**config.mk**
```make
export PLATFORM = sky130hd
export DESIGN_NAME = if_fetch_unit_flat
export DESIGN_NICKNAME = d
export VERILOG_FILES = /design/src/rtl/if_fetch_unit_if.sv /design/src/rtl/if_fetch_unit.sv /design/src/flat_wrapper.sv
export SDC_FILE = /design/constraint.sdc
export NUM_CORES = 1
export LEC_CHECK = 0
export CAP_MARGIN = 30
export CORE_MARGIN = 2
export CORE_UTILIZATION = 46
export CTS_CLUSTER_SIZE = 16
export DETAILED_ROUTE_END_ITERATION = 10
export GPL_ROUTABILITY_DRIVEN = 0
export PLACE_DENSITY = 0.9
export SYNTH_ARGS = -nofsm -noshare
export SYNTH_HDL_FRONTEND = slang
export SYNTH_SLANG_ARGS = --single-unit
export TNS_END_PERCENT = 5
```
**constraint.sdc**
```tcl
create_clock -name sysclk -period 2.86 [get_ports sysclk]
set_input_delay 0.572 -clock sysclk [delete_from_list [all_inputs] [get_ports sysclk]]
set_output_delay 0.572 -clock sysclk [all_outputs]
set_load 0.005 [all_outputs]
```
**src/rtl/if_fetch_unit_if.sv**
```systemverilog
// if_fetch_unit_if: instruction-memory request/response bus between fetch unit and imem
interface if_fetch_unit_if;
  logic        imem_req;
  logic [31:0] imem_addr;
  logic        imem_gnt;
  logic        imem_rvalid;
  logic [31:0] imem_rdata;
  modport master (output imem_req, output imem_addr, input imem_gnt, input imem_rvalid, input imem_rdata);
  modport slave (input imem_req, input imem_addr, output imem_gnt, output imem_rvalid, output imem_rdata);
endinterface

```
**src/rtl/if_fetch_unit.sv**
```systemverilog
// if_fetch_unit: IF-stage PC owner, imem fetch handshake, redirects and IF/ID stall (FETCH_PERF_CNT_EN adds perf counters)
module if_fetch_unit #(
  parameter logic [31:0] RESET_VEC = 32'h80000000,
  parameter logic [31:0] IRQ_VEC = 32'h80000004,
  parameter logic [31:0] EXC_VEC = 32'h80000008
) (
  input  logic               sysclk,
  input  logic               reset,
  if_fetch_unit_if.master    imem,
  input  logic               IF_ID_Write,
  input  logic               exc_req,
  input  logic               irq,
  input  logic               jr_taken,
  input  logic [31:0]        jr_target,
  input  logic               j_taken,
  input  logic [31:0]        j_target,
  input  logic               br_taken,
  input  logic [31:0]        br_target,
  output logic [31:0]        IF_Instruction,
  output logic [31:0]        IF_PC_plus_4,
  output logic               IF_valid,
  output logic               IF_Flush,
  output logic               IF_IRQ
`ifdef FETCH_PERF_CNT_EN
  ,
  output logic [31:0]        perf_stall_cnt,
  output logic [31:0]        perf_flush_cnt
`endif
);
  typedef enum logic [1:0] {S_REQ, S_WAIT, S_HOLD} state_t;
  state_t state, state_n;
  logic [31:0] pc, pc_n, addr, addr_n, latch, latch_n, target;
  logic drop, drop_n, irq_take, redirect, fresh, deliver;
  assign imem.imem_req = reset && state == S_REQ;
  assign imem.imem_addr = addr;
  // Redirect selection and the word handed to IF/ID; a redirect cycle delivers nothing
  always_comb begin
    irq_take = irq & ~pc[31];
    redirect = exc_req | irq_take | jr_taken | j_taken | br_taken;
    target = exc_req ? EXC_VEC : irq_take ? IRQ_VEC : jr_taken ? jr_target : j_taken ? j_target : br_target;
    fresh = state == S_WAIT && imem.imem_rvalid && !drop;
    deliver = reset && !redirect && (fresh || state == S_HOLD);
    IF_valid = deliver;
    IF_Instruction = !deliver ? 32'b0 : state == S_HOLD ? latch : imem.imem_rdata;
    IF_PC_plus_4 = pc + 32'd4;
    IF_Flush = reset & redirect;
    IF_IRQ = reset & irq_take & ~exc_req;
  end
  // Next state: the issued address (addr) only moves when a new request is started, so it stays stable while ungranted
  always_comb begin
    state_n = state;
    pc_n = pc;
    addr_n = addr;
    latch_n = latch;
    drop_n = drop;
    if (redirect) begin
      pc_n = target;
      if (state == S_REQ) begin
        drop_n = 1'b1;
        state_n = imem.imem_gnt ? S_WAIT : S_REQ;
      end else if (state == S_WAIT && !imem.imem_rvalid) begin
        drop_n = 1'b1;
      end else begin
        state_n = S_REQ;
        addr_n = target;
        drop_n = 1'b0;
      end
    end else if (state == S_REQ) begin
      state_n = imem.imem_gnt ? S_WAIT : S_REQ;
    end else if (state == S_WAIT && imem.imem_rvalid && drop) begin
      state_n = S_REQ;
      addr_n = pc;
      drop_n = 1'b0;
    end else if (deliver && IF_ID_Write) begin
      state_n = S_REQ;
      pc_n = pc + 32'd4;
      addr_n = pc + 32'd4;
    end else if (fresh) begin
      state_n = S_HOLD;
      latch_n = imem.imem_rdata;
    end
  end
  // Fetch state, PC, issued address, held word and stale-response flag
  always_ff @(posedge sysclk) begin
    if (!reset) begin
      state <= S_REQ;
      pc <= RESET_VEC;
      addr <= RESET_VEC;
      latch <= 32'b0;
      drop <= 1'b0;
    end else begin
      state <= state_n;
      pc <= pc_n;
      addr <= addr_n;
      latch <= latch_n;
      drop <= drop_n;
    end
  end
`ifdef FETCH_PERF_CNT_EN
  // Free-running wrap-around counters of stalled delivery cycles and flush cycles
  always_ff @(posedge sysclk) begin
    if (!reset) begin
      perf_stall_cnt <= 32'b0;
      perf_flush_cnt <= 32'b0;
    end else begin
      perf_stall_cnt <= perf_stall_cnt + {31'b0, IF_valid & ~IF_ID_Write};
      perf_flush_cnt <= perf_flush_cnt + {31'b0, IF_Flush};
    end
  end
`endif
endmodule
```
**src/flat_wrapper.sv**
```systemverilog
// flat-port wrapper written by rule: the top's interface ports become plain ports
module if_fetch_unit_flat 
#(
  parameter logic [31:0] RESET_VEC = 32'h80000000,
  parameter logic [31:0] IRQ_VEC = 32'h80000004,
  parameter logic [31:0] EXC_VEC = 32'h80000008
)
  (sysclk, reset, IF_ID_Write, exc_req, irq, jr_taken, jr_target, j_taken, j_target, br_taken, br_target, IF_Instruction, IF_PC_plus_4, IF_valid, IF_Flush, IF_IRQ, imem_imem_req, imem_imem_addr, imem_imem_gnt, imem_imem_rvalid, imem_imem_rdata);
  if_fetch_unit_if imem_i ();
  input  logic sysclk;
  input  logic reset;
  input  logic IF_ID_Write;
  input  logic exc_req;
  input  logic irq;
  input  logic jr_taken;
  input  logic [31:0] jr_target;
  input  logic j_taken;
  input  logic [31:0] j_target;
  input  logic br_taken;
  input  logic [31:0] br_target;
  output logic [31:0] IF_Instruction;
  output logic [31:0] IF_PC_plus_4;
  output logic IF_valid;
  output logic IF_Flush;
  output logic IF_IRQ;
  output wire logic [$bits(imem_i.imem_req)-1:0] imem_imem_req;
  output wire logic [$bits(imem_i.imem_addr)-1:0] imem_imem_addr;
  input wire logic [$bits(imem_i.imem_gnt)-1:0] imem_imem_gnt;
  input wire logic [$bits(imem_i.imem_rvalid)-1:0] imem_imem_rvalid;
  input wire logic [$bits(imem_i.imem_rdata)-1:0] imem_imem_rdata;
  assign imem_imem_req = imem_i.imem_req;
  assign imem_imem_addr = imem_i.imem_addr;
  assign imem_i.imem_gnt = imem_imem_gnt;
  assign imem_i.imem_rvalid = imem_imem_rvalid;
  assign imem_i.imem_rdata = imem_imem_rdata;
  if_fetch_unit #(.RESET_VEC(RESET_VEC), .IRQ_VEC(IRQ_VEC), .EXC_VEC(EXC_VEC)) u_core (.sysclk(sysclk), .reset(reset), .imem(imem_i), .IF_ID_Write(IF_ID_Write), .exc_req(exc_req), .irq(irq), .jr_taken(jr_taken), .jr_target(jr_target), .j_taken(j_taken), .j_target(j_target), .br_taken(br_taken), .br_target(br_target), .IF_Instruction(IF_Instruction), .IF_PC_plus_4(IF_PC_plus_4), .IF_valid(IF_valid), .IF_Flush(IF_Flush), .IF_IRQ(IF_IRQ));
endmodule
```
Yosys cells after proc, flatten, opt, wreduce, memory -nomap -nowiden
Cells that the tools add are included.
Storage, ports and cells
  bits in registers: 99
  bits of input ports: 138
  logic and storage cells: 76
  output and inout port bits: 100
Cells by class
  mux-type cells: 28
  bitwise logic cells: 14
  add/subtract/negate cells: 1
  eq/ne operators: 6
  reduce and logical (&&, ||, !) cells: 22
Operators with widths (number)
  32-bit two-way mux: 15
  32-bit by 3-bit adder with 32-bit output, second input constant: 1
  2-bit two-way mux: 7
  1-bit logical AND: 8
  1-bit two-way mux: 6
  1-bit NOT: 6
  3-bit AND reduction: 2
  5-bit AND reduction: 1
  5-bit nonzero test: 1
  1-bit bitwise AND: 4
  2-bit by 1-bit != test with 1-bit output, second input constant: 2
  1-bit bitwise OR: 4
  2-bit AND reduction: 2
  2-bit nonzero test: 2
  1-bit logical NOT: 3
  3-bit != test, second input constant: 1
  3-bit nonzero test: 1
  2-bit by 1-bit equality test with 1-bit output, second input constant: 1
  2-bit equality test, second input constant: 1
  2-bit logical NOT: 1
  2-bit != test, second input constant: 1
  1-bit logical OR: 1

Depth between registers and ports, before layout
  word-level depth: 14
  depth in mapped cells: 9
  depth with buffers taken out: 7

Worst setup path before layout
No wires, ideal clock.
  path type: input to output
  from: input jr_taken
  to: output IF_Instruction[22]
  arrival time: 1.979 ns
  stages on the path: 7
  slack: 0.309 ns
  data required time: 2.288 ns
  cells stage by stage: clkbuf_1 -> nor3_2 -> and3_1 -> buf_2 -> o211ai_1 -> clkbuf_1 -> a21oi_1
On the way
  longest elaborated chain between the ends: 7
RTL lines
  start: declaration: RTL line flat_wrapper.sv:15  | input logic jr_taken;
  1-bit bitwise OR (3 in series): RTL line if_fetch_unit.sv:39  | redirect = exc_req | irq_take | jr_taken | j_taken | br_taken;
  1-bit logical NOT: RTL line if_fetch_unit.sv:42  | deliver = reset && !redirect && (fresh || state == S_HOLD);
  1-bit logical AND (2 in series): RTL line if_fetch_unit.sv:42
  32-bit two-way mux: RTL line if_fetch_unit.sv:44  | IF_Instruction = !deliver ? 32'b0 : state == S_HOLD ? latch : imem.imem_rdata;
  end: declaration: RTL line flat_wrapper.sv:21  | output logic [31:0] IF_Instruction;
No other way between the ends.

Final worst setup path
  from: register u_core.pc[21]
  to: output IF_PC_plus_4[29]
On the way
  longest elaborated chain between the ends: 1
RTL lines
  start: declaration: RTL line if_fetch_unit.sv:32  | logic [31:0] pc, pc_n, addr, addr_n, latch, latch_n, target;
  start signal: assignment: RTL line if_fetch_unit.sv:93  | pc <= pc_n;
  32-bit by 3-bit adder with 32-bit output: RTL line if_fetch_unit.sv:45  | IF_PC_plus_4 = pc + 32'd4;
  end: declaration: RTL line flat_wrapper.sv:22  | output logic [31:0] IF_PC_plus_4;
No other way between the ends.

==> flow_summary.yaml <==
status:
  outcome: "finished with violations"
  violations: "negative setup slack"
route:
  drtPass1Iterations: 6
  ant_nets: 0
  wl_per_cell_um: 18.0
  viasPerCell: 5.84
  dr_total_vias: 7861
  finalWirelength_um: 24200
  drtIter0Drc: 771
  drc: 0
timing:
  maxSlewHeadroom: 0.619
  hold_viol_final: 0
  final.period_utilization: 1.07
  fin_ws_ns: -0.209
  fin_skew_ns: 0.0126
  period_minus_slack_ns: 3.07
  finalSetupViolCount: 35
  maxSlewViolCount: 0
  hold_slack_ns: 0.453
  timing.fmax_ghz: 0.326
  tightest_slew_ns: 0.571
  grt_setup_unrepaired: "true"
synth:
  yosys_warnings: 0
  syn_avg_cell_area_sq_um: 7.17
  synthDistinctLibCells: 56
  postSynth.asyncResetShare: 0
  synthFlopType: "dfxtp_1"
  synth_seq_cells: 99
  syn_area_sq_um: 6650
  synth_edf_count: 0
  netlist_instances: 928
  ys_seq_area_frac: 0.298
  syn_nets: 1067
clock_network:
  clk_path_buf_depth: 2
  clkTransAtPathRegs_ns: 0.07
  root_buffer: "clkbuf_16"
  cts_buffers: 9
  cts_tree: "built"
  cts_num_sinks: 99
  h-tree-depth: 3
  cts_hold_buffers: 0
  clkLatencyLatePin_ns: 0.36
finish:
  mostFrequentLayoutCells: "nand2_1 (223), clkdlybuf4s50_1 (217), dfxtp_1 (87), a21oi_1 (86), o21ai_0 (77)"
  fillCellCount: 1049
  final_common_cell: "nand2_1"
  nets: 1303
  area_delta_synth_final_pct: 50.3
  instances_no_fill: 1347
  layout-drive-gt1-share: 0.140
  diodes: 0
worst_setup_path:
  cp_slowest_cell: "clkdlybuf4s50_1"
  critPathArrivalTime_ns: 2.50
  critPathTopFamily: "simple AND/OR/NAND/NOR gates"
  crit_path_max_fanout: 6
  cpPeakStageDelay_ns: 0.56
  critPathBufInv: 1
  required_ns: 2.29
  end_kind: "output pin"
  cp-start-kind: "register"
  crit_path_frequent_cell: "nand4_1"
  crit_chain: "nand4_1 > nor4_4 > nand4_1 > xnor2_1 > clkdlybuf4s50_1"
  timing_worst_setup_path_type: "reg2out"
place:
  place_ws_ns: -0.174
  placed_cells: 1332
  hpwlAfterDp_um: 17100
  port_buffers: 237
die:
  io_pins: 238
  fp.dieH_um: 124
  initial_utilization: 0.475
  rows: 43
  die_area_sq_um: 15400
  die_x_um: 124
  coreArea_sq_um: 14000
power_and_ir_drop:
  total_power_mw: 3.35
  powerDensity_nw_per_um2: 335
  vdd_ir_drop_max_mv: 0.276
  leakage_nw: 4.15
global_routing:
  grt_pass1_vias: 7435
  grt_max_degree: 61
  grt_first_pass_wirelength_um: 37500
  track_usage: 0.294
  antenna_found_initial: 0
  grt.overflow.total: 0
hold_path:
  hp-class: "reg2reg"
flow_run:
  maxCapViolations: 0
cell usage after synthesis (4+ instances only):
cell | count | area share
nor2b_1 | 6 | 0.0056
a211oi_1 | 4 | 0.0045
inv_1 | 6 | 0.0034
nor2_1 | 46 | 0.026
o21ai_0 | 77 | 0.058
o221a_2 | 5 | 0.0085
and3_1 | 13 | 0.012
nand3_1 | 22 | 0.017
nand2_1 | 224 | 0.13
dfxtp_1 | 99 | 0.30
nor3_2 | 5 | 0.0075
clkbuf_1 | 52 | 0.029
mux2i_1 | 32 | 0.048
nor3_1 | 10 | 0.0075
a31oi_1 | 18 | 0.017
buf_2 | 31 | 0.023
o211ai_1 | 6 | 0.0068
nand4_1 | 19 | 0.018
mux2_2 | 4 | 0.0068
and2_1 | 7 | 0.0066
xor2_1 | 17 | 0.022
a21boi_0 | 30 | 0.034
a21boi_1 | 4 | 0.0045
xnor2_1 | 39 | 0.051
o211a_1 | 13 | 0.020
a21oi_1 | 89 | 0.067
registers in the layout (all words and copies together) (netlist names):
| signal | cells |
|---|---|
| u_core.state | 2 |
| u_core.latch | 32 |
| u_core.imem.imem_addr | 32 |
| u_core.pc | 32 |
| u_core.drop | 1 |
final timing paths:
check                                     start                to  slack [ns]  cells after the start
worst min-delay path            u_core.latch[9]   u_core.latch[9]        0.45                      2
worst min register to register  u_core.latch[9]   u_core.latch[9]        0.45                      2
worst max register to register  u_core.state[1]     u_core.pc[30]        0.63                      8
worst max-delay path              u_core.pc[21]  IF_PC_plus_4[29]       -0.21                      5
per-layer routing:
layer | wire (um) | part of all wire | track usage | up-vias
met5 | 0 | 0 | 0 | -
met1 | 9620 | 0.40 | 0.369 | 3627
li1 | - | - | - | 3681
met4 | 833 | 0.034 | 0.120 | 0
met2 | 11300 | 0.47 | 0.479 | 482
met3 | 2480 | 0.10 | 0.0775 | 71
stage by stage:
step | instance area (sq um) | util | setup TNS (ns)
2_1_floorplan | 6650 | - | 0
3_3_place_gp | 9480 | 0.678 | -2.50
3_5_place_dp | 9480 | 0.678 | -3.75
4_1_cts | 9870 | 0.706 | -3.65
5_1_grt | 9990 | 0.714 | -7.80
6_report | 9990 | 0.714 | -4.59
cell families (layout without fill, tap and decap cells):
| group | count (synthesis) | after routing | synth area share |
|---|---|---|---|
| and+or+nand+nor | 378 | 378 | 0.271 |
| muxes | 36 | 36 | 0.0549 |
| AOI/OAI and AO/OA | 263 | 263 | 0.239 |
| DFF | 99 | 99 | 0.298 |
| adders and majority gates | 1 | 1 | 0.00188 |
| buffers and inverters | 95 | 334 | 0.0611 |
| xor gates and xnor gates | 56 | 56 | 0.0737 |
worst reg2reg max path: stages (launching register included):
cell and delay [ns]:
dfxtp_1 0.51, and4bb_2 0.31, buf_4 0.15, o211a_1 0.22
nor2_2 0.22, buf_4 0.26, a21oi_1 0.08, o21ai_0 0.27
a21oi_1 0.09
timing repair:
action / in CTS / in global routing
endpoints found under the hold margin: 0 / 0
gates cloned: 0 / 0
endpoints found under the setup margin: 56 / 48
pin swaps: 5 / 4
gates resized for setup: 43 / 27
setup buffers: 0 / 1
cell type report:
class,count,area [sq um],area share
repair buffers,314,2990,0.299
multi-input cells,734,4480,0.448
clock inverters,2,12.5,0.00125
well taps,180,225,0.0225
flip-flops and latches,99,2000,0.201
clock buffers,12,256,0.0257
inverters,6,22.5,0.00225
power breakdown:
part           internal, mW  total (mW)  switching, mW  leakage, nW
Sequential             1.42        1.47         0.0413        0.810
Combinational         0.400       0.722          0.322         3.21
Clock                 0.627        1.16          0.538        0.131
Total                  2.45        3.35          0.901         4.15
(Power assumes the default switching activity.)
